File: config.mk
export PLATFORM = sky130hd
export DESIGN_NAME = lcd_write_engine
export DESIGN_NICKNAME = d
export VERILOG_FILES = /design/src/rtl/lcd_pkg.sv /design/src/rtl/lcd_write_engine_nibble_tx.sv /design/src/rtl/lcd_write_engine.sv
export SDC_FILE = /design/constraint.sdc
export NUM_CORES = 1
export LEC_CHECK = 0
export ABC_CLOCK_PERIOD_IN_PS = 3900
export CORE_UTILIZATION = 58
export CTS_CLUSTER_SIZE = 16
export DETAILED_ROUTE_END_ITERATION = 8
export MAX_ROUTING_LAYER = met4
export PLACE_DENSITY_LB_ADDON = 0.08
export SLEW_MARGIN = 25
export SYNTH_ARGS = -nofsm -noshare
export SYNTH_HDL_FRONTEND = slang
export SYNTH_SLANG_ARGS = --single-unit
File: constraint.sdc
create_clock -name CLK_50MHZ -period 3.9 [get_ports CLK_50MHZ]
set_input_delay 0.78 -clock CLK_50MHZ [delete_from_list [all_inputs] [get_ports CLK_50MHZ]]
set_output_delay 0.78 -clock CLK_50MHZ [all_outputs]
set_load 0.03 [all_outputs]
File: src/rtl/lcd_pkg.sv
// Shared types and default timing for the character-LCD write engine.
// Holds the FSM state encoding and the 4-bit power-on init tables.
package lcd_pkg;

  typedef enum logic [2:0] {
    PWR_WAIT,
    INIT_TX,
    INIT_GAP,
    IDLE,
    TX_HI,
    GAP_HI,
    TX_LO,
    GAP_CMD
  } lcd_state_t;

  // Defaults are 50 MHz cycle counts.
  localparam int unsigned DEF_CNT_W     = 20;
  localparam int unsigned DEF_T_POWERON = 750000;
  localparam int unsigned DEF_T_INIT1   = 205000;
  localparam int unsigned DEF_T_INIT2   = 5000;
  localparam int unsigned DEF_T_SETUP   = 2;
  localparam int unsigned DEF_T_EPULSE  = 12;
  localparam int unsigned DEF_T_HOLD    = 1;
  localparam int unsigned DEF_T_NIBBLE  = 50;
  localparam int unsigned DEF_T_CMD     = 2000;

  localparam logic [3:0] INIT_NIBBLES [4] = '{4'h3, 4'h3, 4'h3, 4'h2};

  // Gap after each init nibble; the timings are module parameters, so this is a lookup.
  function automatic int unsigned init_gap(input logic [1:0]  idx,
                                           input int unsigned t_init1,
                                           input int unsigned t_init2,
                                           input int unsigned t_cmd);
    case (idx)
      2'd0:    return t_init1;
      2'd1:    return t_init2;
      default: return t_cmd;
    endcase
  endfunction

endpackage

File: src/rtl/lcd_write_engine_nibble_tx.sv
// Single-nibble LCD strobe: setup, enable pulse, hold; owns the LCD data/RS/E pins.
// done_c is high on the last hold cycle so the sequencer can leave its state on that edge.
module lcd_nibble_tx
  import lcd_pkg::*;
#(
  parameter int unsigned CNT_W    = DEF_CNT_W,
  parameter int unsigned T_SETUP  = DEF_T_SETUP,
  parameter int unsigned T_EPULSE = DEF_T_EPULSE,
  parameter int unsigned T_HOLD   = DEF_T_HOLD
) (
  input  logic       clk,
  input  logic       rst_n,
  input  logic       start,
  input  logic [3:0] nibble,
  input  logic       rs,
  output logic       done_c,
  output logic [3:0] sf_d,
  output logic       lcd_e,
  output logic       lcd_rs
);

  localparam int unsigned T_TOTAL = T_SETUP + T_EPULSE + T_HOLD;
  localparam int unsigned E_ON    = T_SETUP;
  localparam int unsigned E_OFF   = T_SETUP + T_EPULSE;

  logic             busy;
  logic [CNT_W-1:0] cnt;
  logic [CNT_W-1:0] cnt_inc;

  assign cnt_inc = cnt + CNT_W'(1);
  assign done_c  = busy && (cnt == CNT_W'(T_TOTAL - 1));

  // Data and RS are captured on start and left in place after the strobe.
  always_ff @(posedge clk or negedge rst_n) begin
    if (!rst_n) begin
      busy   <= 1'b0;
      cnt    <= '0;
      sf_d   <= '0;
      lcd_rs <= 1'b0;
      lcd_e  <= 1'b0;
    end else if (start) begin
      busy   <= 1'b1;
      cnt    <= '0;
      sf_d   <= nibble;
      lcd_rs <= rs;
      lcd_e  <= (E_ON == 0);
    end else if (busy) begin
      if (done_c) begin
        busy  <= 1'b0;
        cnt   <= '0;
        lcd_e <= 1'b0;
      end else begin
        cnt   <= cnt_inc;
        lcd_e <= (cnt_inc >= CNT_W'(E_ON)) && (cnt_inc < CNT_W'(E_OFF));
      end
    end
  end

endmodule

File: src/rtl/lcd_write_engine.sv
// Character-LCD write engine: 4-bit power-on init, then byte writes over valid/ready
// as two timed nibble strobes on SF_D[11:8]/LCD_E/LCD_RS.
module lcd_write_engine
  import lcd_pkg::*;
#(
  parameter int unsigned CNT_W     = DEF_CNT_W,
  parameter int unsigned T_POWERON = DEF_T_POWERON,
  parameter int unsigned T_INIT1   = DEF_T_INIT1,
  parameter int unsigned T_INIT2   = DEF_T_INIT2,
  parameter int unsigned T_SETUP   = DEF_T_SETUP,
  parameter int unsigned T_EPULSE  = DEF_T_EPULSE,
  parameter int unsigned T_HOLD    = DEF_T_HOLD,
  parameter int unsigned T_NIBBLE  = DEF_T_NIBBLE,
  parameter int unsigned T_CMD     = DEF_T_CMD
) (
  input  logic       CLK_50MHZ,
  input  logic       BTN_NORTH,
  input  logic       cmd_valid,
  input  logic       cmd_rs,
  input  logic [7:0] cmd_data,
  output logic       cmd_ready,
  output logic       init_done,
  output logic [3:0] SF_D,
  output logic       LCD_E,
  output logic       LCD_RS,
  output logic       LCD_RW
);

  // The first IDLE cycle completes a final T_CMD gap, so a held request repeats
  // exactly once per byte period.
  localparam int unsigned LAST_GAP_END = (T_CMD > 1) ? T_CMD - 2 : 0;

  lcd_state_t       state, state_n;
  logic [CNT_W-1:0] cnt, cnt_n;
  logic [1:0]       idx, idx_n;
  logic [3:0]       lo_q;
  logic             rs_q;

  logic             tx_start_c;
  logic [3:0]       tx_nibble_c;
  logic             tx_rs_c;
  logic             tx_done_c;
  logic             accept_c;
  logic [CNT_W-1:0] gap_end_c;

  assign LCD_RW = 1'b0;

  lcd_nibble_tx #(
    .CNT_W   (CNT_W),
    .T_SETUP (T_SETUP),
    .T_EPULSE(T_EPULSE),
    .T_HOLD  (T_HOLD)
  ) u_tx (
    .clk   (CLK_50MHZ),
    .rst_n (BTN_NORTH),
    .start (tx_start_c),
    .nibble(tx_nibble_c),
    .rs    (tx_rs_c),
    .done_c(tx_done_c),
    .sf_d  (SF_D),
    .lcd_e (LCD_E),
    .lcd_rs(LCD_RS)
  );

  always_ff @(posedge CLK_50MHZ or negedge BTN_NORTH) begin
    if (!BTN_NORTH) begin
      state     <= PWR_WAIT;
      cnt       <= '0;
      idx       <= '0;
      lo_q      <= '0;
      rs_q      <= 1'b0;
      cmd_ready <= 1'b0;
      init_done <= 1'b0;
    end else begin
      state     <= state_n;
      cnt       <= cnt_n;
      idx       <= idx_n;
      cmd_ready <= (state_n == IDLE);
      init_done <= init_done | (state_n == IDLE);
      if (accept_c) begin
        lo_q <= cmd_data[3:0];
        rs_q <= cmd_rs;
      end
    end
  end

  // Next-state logic; a nibble strobe starts on the edge that enters a TX state.
  always_comb begin
    state_n     = state;
    cnt_n       = cnt + CNT_W'(1);
    idx_n       = idx;
    tx_start_c  = 1'b0;
    tx_nibble_c = '0;
    tx_rs_c     = 1'b0;
    accept_c    = 1'b0;
    gap_end_c   = '0;

    unique case (state)
      PWR_WAIT: begin
        if (cnt == CNT_W'(T_POWERON - 1)) begin
          state_n     = INIT_TX;
          idx_n       = '0;
          tx_start_c  = 1'b1;
          tx_nibble_c = INIT_NIBBLES[0];
        end
      end
      INIT_TX: begin
        if (tx_done_c) state_n = INIT_GAP;
      end
      INIT_GAP: begin
        gap_end_c = (idx == 2'd3) ? CNT_W'(LAST_GAP_END)
                                  : CNT_W'(init_gap(idx, T_INIT1, T_INIT2, T_CMD) - 1);
        if (cnt == gap_end_c) begin
          if (idx == 2'd3) begin
            state_n = IDLE;
          end else begin
            idx_n       = idx + 2'd1;
            state_n     = INIT_TX;
            tx_start_c  = 1'b1;
            tx_nibble_c = INIT_NIBBLES[idx_n];
          end
        end
      end
      IDLE: begin
        if (cmd_valid) begin
          accept_c    = 1'b1;
          state_n     = TX_HI;
          tx_start_c  = 1'b1;
          tx_nibble_c = cmd_data[7:4];
          tx_rs_c     = cmd_rs;
        end
      end
      TX_HI: begin
        if (tx_done_c) state_n = GAP_HI;
      end
      GAP_HI: begin
        if (cnt == CNT_W'(T_NIBBLE - 1)) begin
          state_n     = TX_LO;
          tx_start_c  = 1'b1;
          tx_nibble_c = lo_q;
          tx_rs_c     = rs_q;
        end
      end
      TX_LO: begin
        if (tx_done_c) state_n = GAP_CMD;
      end
      GAP_CMD: begin
        if (cnt == CNT_W'(LAST_GAP_END)) state_n = IDLE;
      end
    endcase

    if (state_n != state) cnt_n = '0;
  end

endmodule

==> impl_metrics.ini, run 1 <==
[synthesis]
synth_edf_count = 0
synth_compound_area_share_pct = 13.8
synth_fp_nets = 459
async_flop_share_pct = 100
synthCells = 438
yosysWarnings = 0
synth_fa_ha_area_share_pct = 2.89
synth_seq_cells = 59
yosysUniqueCellTypes = 68
yosys.area_share.simple_pct = 31.1
syn_avg_cell_area_um2 = 8.88
synth_top_family_by_area = simple AND/OR/NAND/NOR gates
synth.area.mux_share_pct = 1.96
yosysSeqAreaShare_pct = 37.9
synth-xor-area-share_pct = 6.30
synth_flop_cell = dfrtp_1
syn_area_um2 = 3890

[drt]
routed_via_density = 6.43
dr.pass1.iters = 5
drc = 0
avgRoutedWirePerCell_um = 17.6
finalWirelength_um = 9300
dr_total_vias = 3406
drtAntennaViolNets = 0
drt_iter0_markers = 340

[layout]
register_area_um2 = 1480
fin_util_pct = 66.5
stdcell_area_um2 = 4270
drive_above_1_share_pct = 13.0
multi_input_area_um2 = 2190
mostFrequentLayoutCells = 59 x dfrtp_1, 37 x nand2_1, 27 x inv_1, 25 x nor2_1, 23 x nand3_1
diodes = 0
fill_cells = 525
layout_commonest_cell = dfrtp_1
nNetsFinal = 469
area_delta_synth_final_pct = 9.84

[critical_path]
path_class = reg -> reg
cp_top_family = simple AND/OR/NAND/NOR gates
cp.required_ps = 4110
start_kind = register
crit_path_top_delay_cell = or4_1
cp-end-kind = register
slowest_delay_ps = 670
cp_common_cell = or4_1
crit_arrival_ps = 3520
cp_max_fo = 17
regToRegSetupSlack_ps = 590
cp_cell_sequence = inv_1, ha_1, xor2_1, or4_1, or4_1, o21a_1, nand3_2, o221ai_1
cp.buffers_inverters = 1

[timing]
hold_violations = 0
drv_slew = 0
slew_headroom_pct = 35.8
worstMarginPinSlew_ps = 954
fin_worst_skew_ps = 9.13
layout_setup_ws_ps = 590
rsz0062_at_grt = no
min_period_ps = 3310
finalSetupTns_ps = 0
period_share_pct = 84.9
clock.fmax_mhz = 302
finalSetupViolations = 0

[cts]
tritoncts = done
clkLatencyLatePin_ps = 350
ctsHoldBuffers = 0
post-cts-setup-buffers = 0
h-tree-depth = 3
clockBufferDepth = 2
cts_made_buffers = 9
cts_resized = 0
clkSlewWorstSetupHoldPaths_ps = 70
cts-root-buf = clkbuf_8
cts_sinks = 59

[global_routing]
grt_pass1_wl_um = 15800
grt_max_degree = 45
grt_use_total_pct = 29.6
grt.overflow.total = 0
grt_pass1_vias = 3156
antenna_found_initial = 0

[place]
place_hpwl_um = 6380
place_ws_ps = 643
io_buffers = 19
placed_area_um2 = 4090
routabilityCongestion = 0.872

[floorplan]
coreArea_um2 = 6420
num_rows = 29
die_area_um2 = 7040
fp.dieW_um = 83.9
chipHeight_um = 83.9
initial_core_util_pct = 60.6
pin_count = 21

[outcome]
outcome = completed

[job]
cap_violations = 0

[min_path]
min_path_type = in -> async

[pwr]
p_leak_nw = 1.78
ir_worst_vdd_uv = 318
p_per_area_nw_per_um2 = 563
## final timing paths
check | to | cells past startpoint | start
setup / recovery | u_tx.cnt[5]$_DFFE_PN0P_ | 8 | idx[1]$_DFFE_PN0P_
min in group CLK_50MHZ | u_tx.sf_d[2]$_DFFE_PN0N_ | 2 | lo_q[2]$_DFFE_PN0P_
max in group asynchronous | cnt[10]$_DFF_PN0_ | 2 | BTN_NORTH
hold reg to reg | u_tx.sf_d[2]$_DFFE_PN0N_ | 2 | lo_q[2]$_DFFE_PN0P_
hold / removal | u_tx.cnt[7]$_DFFE_PN0P_ | 1 | BTN_NORTH
setup reg to reg | u_tx.cnt[5]$_DFFE_PN0P_ | 8 | idx[1]$_DFFE_PN0P_
## worst reg2reg max path, stage by stage (launching register included)
cell and delay (ps):
dfrtp_1 460, inv_1 100, ha_1 220, xor2_1 150
or4_1 490, or4_1 670, o21a_1 510, nand3_2 420
o221ai_1 170
## layer usage
metal / vias up / track usage [%] / share of wire, %
met4: 0 / 9.25 / 1.2
met1: 1610 / 44.0 / 47
met2: 163 / 39.5 / 43
met5: - / - / 0
li1: 1619 / - / -
met3: 14 / 7.22 / 8.3
## cell usage after synthesis, drive strengths merged, types with 14 or more instances
| master | number | area, um2 |
|---|---|---|
| o21ai | 18 | 90.1 |
| xnor2 | 16 | 140 |
| nor2 | 27 | 104 |
| clkbuf | 17 | 63.8 |
| nand4 | 18 | 113 |
| nor4 | 15 | 100 |
| nand2 | 38 | 145 |
| nand3 | 24 | 125 |
| dfrtp | 59 | 1480 |
| inv | 27 | 101 |
| nor3 | 32 | 255 |
| a21oi | 14 | 70.1 |
## state kept, by name, summed over array words and instances, names as in the netlist
name and flops:
idx 2, rs_q 1, state 3, u_tx.lcd_rs 1
lo_q 4, u_tx.cnt 20, u_tx.sf_d 4, cnt 20
u_tx.lcd_e 1, u_tx.busy 1, cmd_ready 1, init_done 1
## per-stage QoR
| step | instances | power (W) | hold slack (ps) |
|---|---|---|---|
| after global routing | 530 | 0.00256 | 479 |
| after floorplan | 438 | 0.00163 | 466 |
| final | 530 | 0.00241 | 431 |
| after detailed placement | 514 | 0.00187 | 482 |
| after CTS | 530 | 0.00241 | 505 |
| after global placement | 514 | 0.00186 | 475 |
## kinds of logic after synthesis
| family | Yosys count |
|---|---|
| AND/OR/NAND/NOR | 202 |
| AO/OA/AOI/OAI | 79 |
| flip-flops | 59 |
| buffers and inverters | 53 |
| XOR/XNOR | 28 |
| adder cells (fa/ha/maj) | 9 |
| multiplexers | 7 |
| other | 1 |
## layout make-up
type	count	area share, %
multi-input combinational	326	51.2
clock inverter	4	0.585
inverter	27	2.37
clock buffer	12	3.63
tap	77	2.25
sequential	59	34.5
timing repair buffer	25	5.44
## power breakdown
group / switching [W] / internal [W] / total [W] / leakage [nW]
clock: 0.000264 / 0.000263 / 0.000527 / 0.0884
combinational: 0.000555 / 0.000368 / 0.000923 / 0.912
sequential: 0.000203 / 0.000754 / 0.000957 / 0.776
Note: power is estimated with default switching activity, not from simulation.
==> inputs of run 2 (changes only) <==
Settings changed: ABC_CLOCK_PERIOD_IN_PS 3900 to 2800, CORE_UTILIZATION 58 to 55.
Clock period 3.9 ns to 2.8 ns, I/O delays scaled along.
==> run 2 against run 1 <==
Compared with the run above:
- register-to-register slack lost 470 ps
- die area grew 5.3%
- utilization shrank 0.21 points
- flip-flop and latch count is the same
- sequential share of layout area shrank 2.0 points
- power grew 48%
- via count grew 1.5%
- clock power grew 44%
- maximum frequency grew 23%
- non-clock buffer count grew 19
- worst hold slack lost 230 ps
- critical path type unchanged
==> impl_metrics.ini, run 2 (synthesis results as in run 1) <==
[critical_path]
cp_max_fo = 5
regToRegSetupSlack_ps = 120
r2r-start = idx[0]$_DFFE_PN0P_
rr_worst_depth = 8
cp-end-kind = register
crit_arrival_ps = 2910
cp.required_ps = 3030
start_kind = register
r2r_end = cnt[17]$_DFF_PN0_
critPathLaunch = idx[0]$_DFFE_PN0P_
cp-endpoint = cnt[17]$_DFF_PN0_
path_class = reg -> reg

[cts]
tritoncts = done
clkLatencyLatePin_ps = 340
cts_sinks = 59
clkSlewWorstSetupHoldPaths_ps = 70
h-tree-depth = 3
cts_made_buffers = 9
ctsHoldBuffers = 0
clockBufferDepth = 2
cts-root-buf = clkbuf_8

[layout]
area_delta_synth_final_pct = 16.5
reg_top3 = cnt: 20 flops, u_tx.cnt: 20 flops
layout_commonest_cell = dfrtp_1
drive_above_1_share_pct = 17.0
mostFrequentLayoutCells = 59 x dfrtp_1, 37 x nand2_1, 27 x inv_1, 26 x nor2_1, 23 x nand3_1
nNetsFinal = 488
fill_cells = 594
fin_util_pct = 66.3
diodes = 0
layoutNonFillerInstCount = 567

[place]
place_ws_ps = 46.1
routabilityCongestion = 0.917
io_buffers = 19
placedCellCount = 549
place_hpwl_um = 6680

[timing]
drv_slew = 0
slew_headroom_pct = 60.9
fin_worst_skew_ps = 6.15
hold_violations = 0
finalSetupTns_ps = 0
finalSetupViolations = 0
min_period_ps = 2680
layout_setup_ws_ps = 116
rsz0062_at_grt = no
period_share_pct = 95.9
worstMarginPinSlew_ps = 579
clock.fmax_mhz = 373

[pwr]
switching_share_pct = 41.2
ir_worst_vdd_uv = 619
p_leak_nw = 1.90
pwr-share-comb_pct = 41.2
p_per_area_nw_per_um2 = 788
clkPwrFrac_pct = 21.2
totalPowerFinal_w = 0.00357
switchingPower_w = 0.00147
p_int_w = 0.00210
seqPwrFrac_pct = 37.5

[global_routing]
grt_max_degree = 60
grt.overflow.total = 0
antenna_found_initial = 0
met1_usage_pct = 42.6
grt_pass1_wl_um = 15600
grt_pass1_vias = 3101
use_met3_pct = 5.00
grt.busiest_layer = met1
grt_use_total_pct = 28.3
use_met2_pct = 38.1

[floorplan]
fp.dieW_um = 86.1
coreArea_um2 = 6830
chipHeight_um = 86.1
pin_count = 21
die_area_um2 = 7410
num_rows = 30
initial_core_util_pct = 57.0

[drt]
dr_total_vias = 3458
dr.pass1.iters = 5
drtAntennaViolNets = 0
finalWirelength_um = 9420
avgRoutedWirePerCell_um = 16.6
drc = 0
routed_via_density = 6.10
drt_iter0_markers = 271

[min_path]
min_path_type = in -> async

[job]
cap_violations = 0

[outcome]
outcome = completed
-- run 2: power by group through the flow --
stage	combinational (W)	sequential [W]	clock, W
6_report	0.00147	0.00134	0.000758
5_1_grt	0.00160	0.00138	0.000806
4_1_cts	0.00137	0.00133	0.000772
3_5_place_dp	0.00136	0.00135	0
3_3_place_gp	0.00133	0.00134	0
2_1_floorplan	0.000961	0.00130	0
-- run 2: layout make-up --
class                           count  area (um2)  area share, %
Clock buffer                       10         128           2.82
Sequential cell                    59        1480           32.6
Multi-Input combinational cell    326        2210           48.7
Clock inverter                      5        55.1           1.21
Tap cell                           96         120           2.65
Timing Repair Buffer               44         444           9.80
Inverter                           27         101           2.24
-- run 2: critical path, stage by stage (launching register included) --
cell	delay [ps]
dfrtp_1	390
ha_2	200
xor2_1	140
or4_1	490
or4_4	460
a211oi_4	230
nor3b_4	390
clkbuf_16	230
nor3_2	40
-- run 2: timing repair --
| item | 4_1_cts | 5_1_grt |
|---|---|---|
| endpoints found under the setup margin | 0 | 32 |
| gates resized for setup | 0 | 4 |
| setup buffers | 0 | 1 |
-- run 2: how the worst min path moves through the flow --
stage / start / end / slack (ps) / depth (start not counted)
final: BTN_NORTH / u_tx.cnt[9]$_DFFE_PN0P_ / 200 / 2
after global routing: BTN_NORTH / u_tx.cnt[7]$_DFFE_PN0P_ / 250 / 2
after CTS: BTN_NORTH / cnt[8]$_DFF_PN0_ / 220 / 2
after detailed placement: init_done$_DFF_PN0_ / init_done$_DFF_PN0_ / 450 / 2
after global placement: init_done$_DFF_PN0_ / init_done$_DFF_PN0_ / 450 / 2
after floorplan: BTN_NORTH / cmd_ready$_DFF_PN0_ / 260 / 0
-- run 2: layer usage --
layer | wire length [um] | part of all wire (%)
met5 | 0 | 0
met1 | 4690 | 50
met2 | 4010 | 43
met3 | 610 | 6.5
met4 | 112 | 1.2
-- run 2: through the flow --
step,hold slack [ps],cell area (um2)
floorplan,264,3890
global placement,454,4290
detailed placement,451,4290
CTS,224,4470
global route,251,4530
finish,200,4530
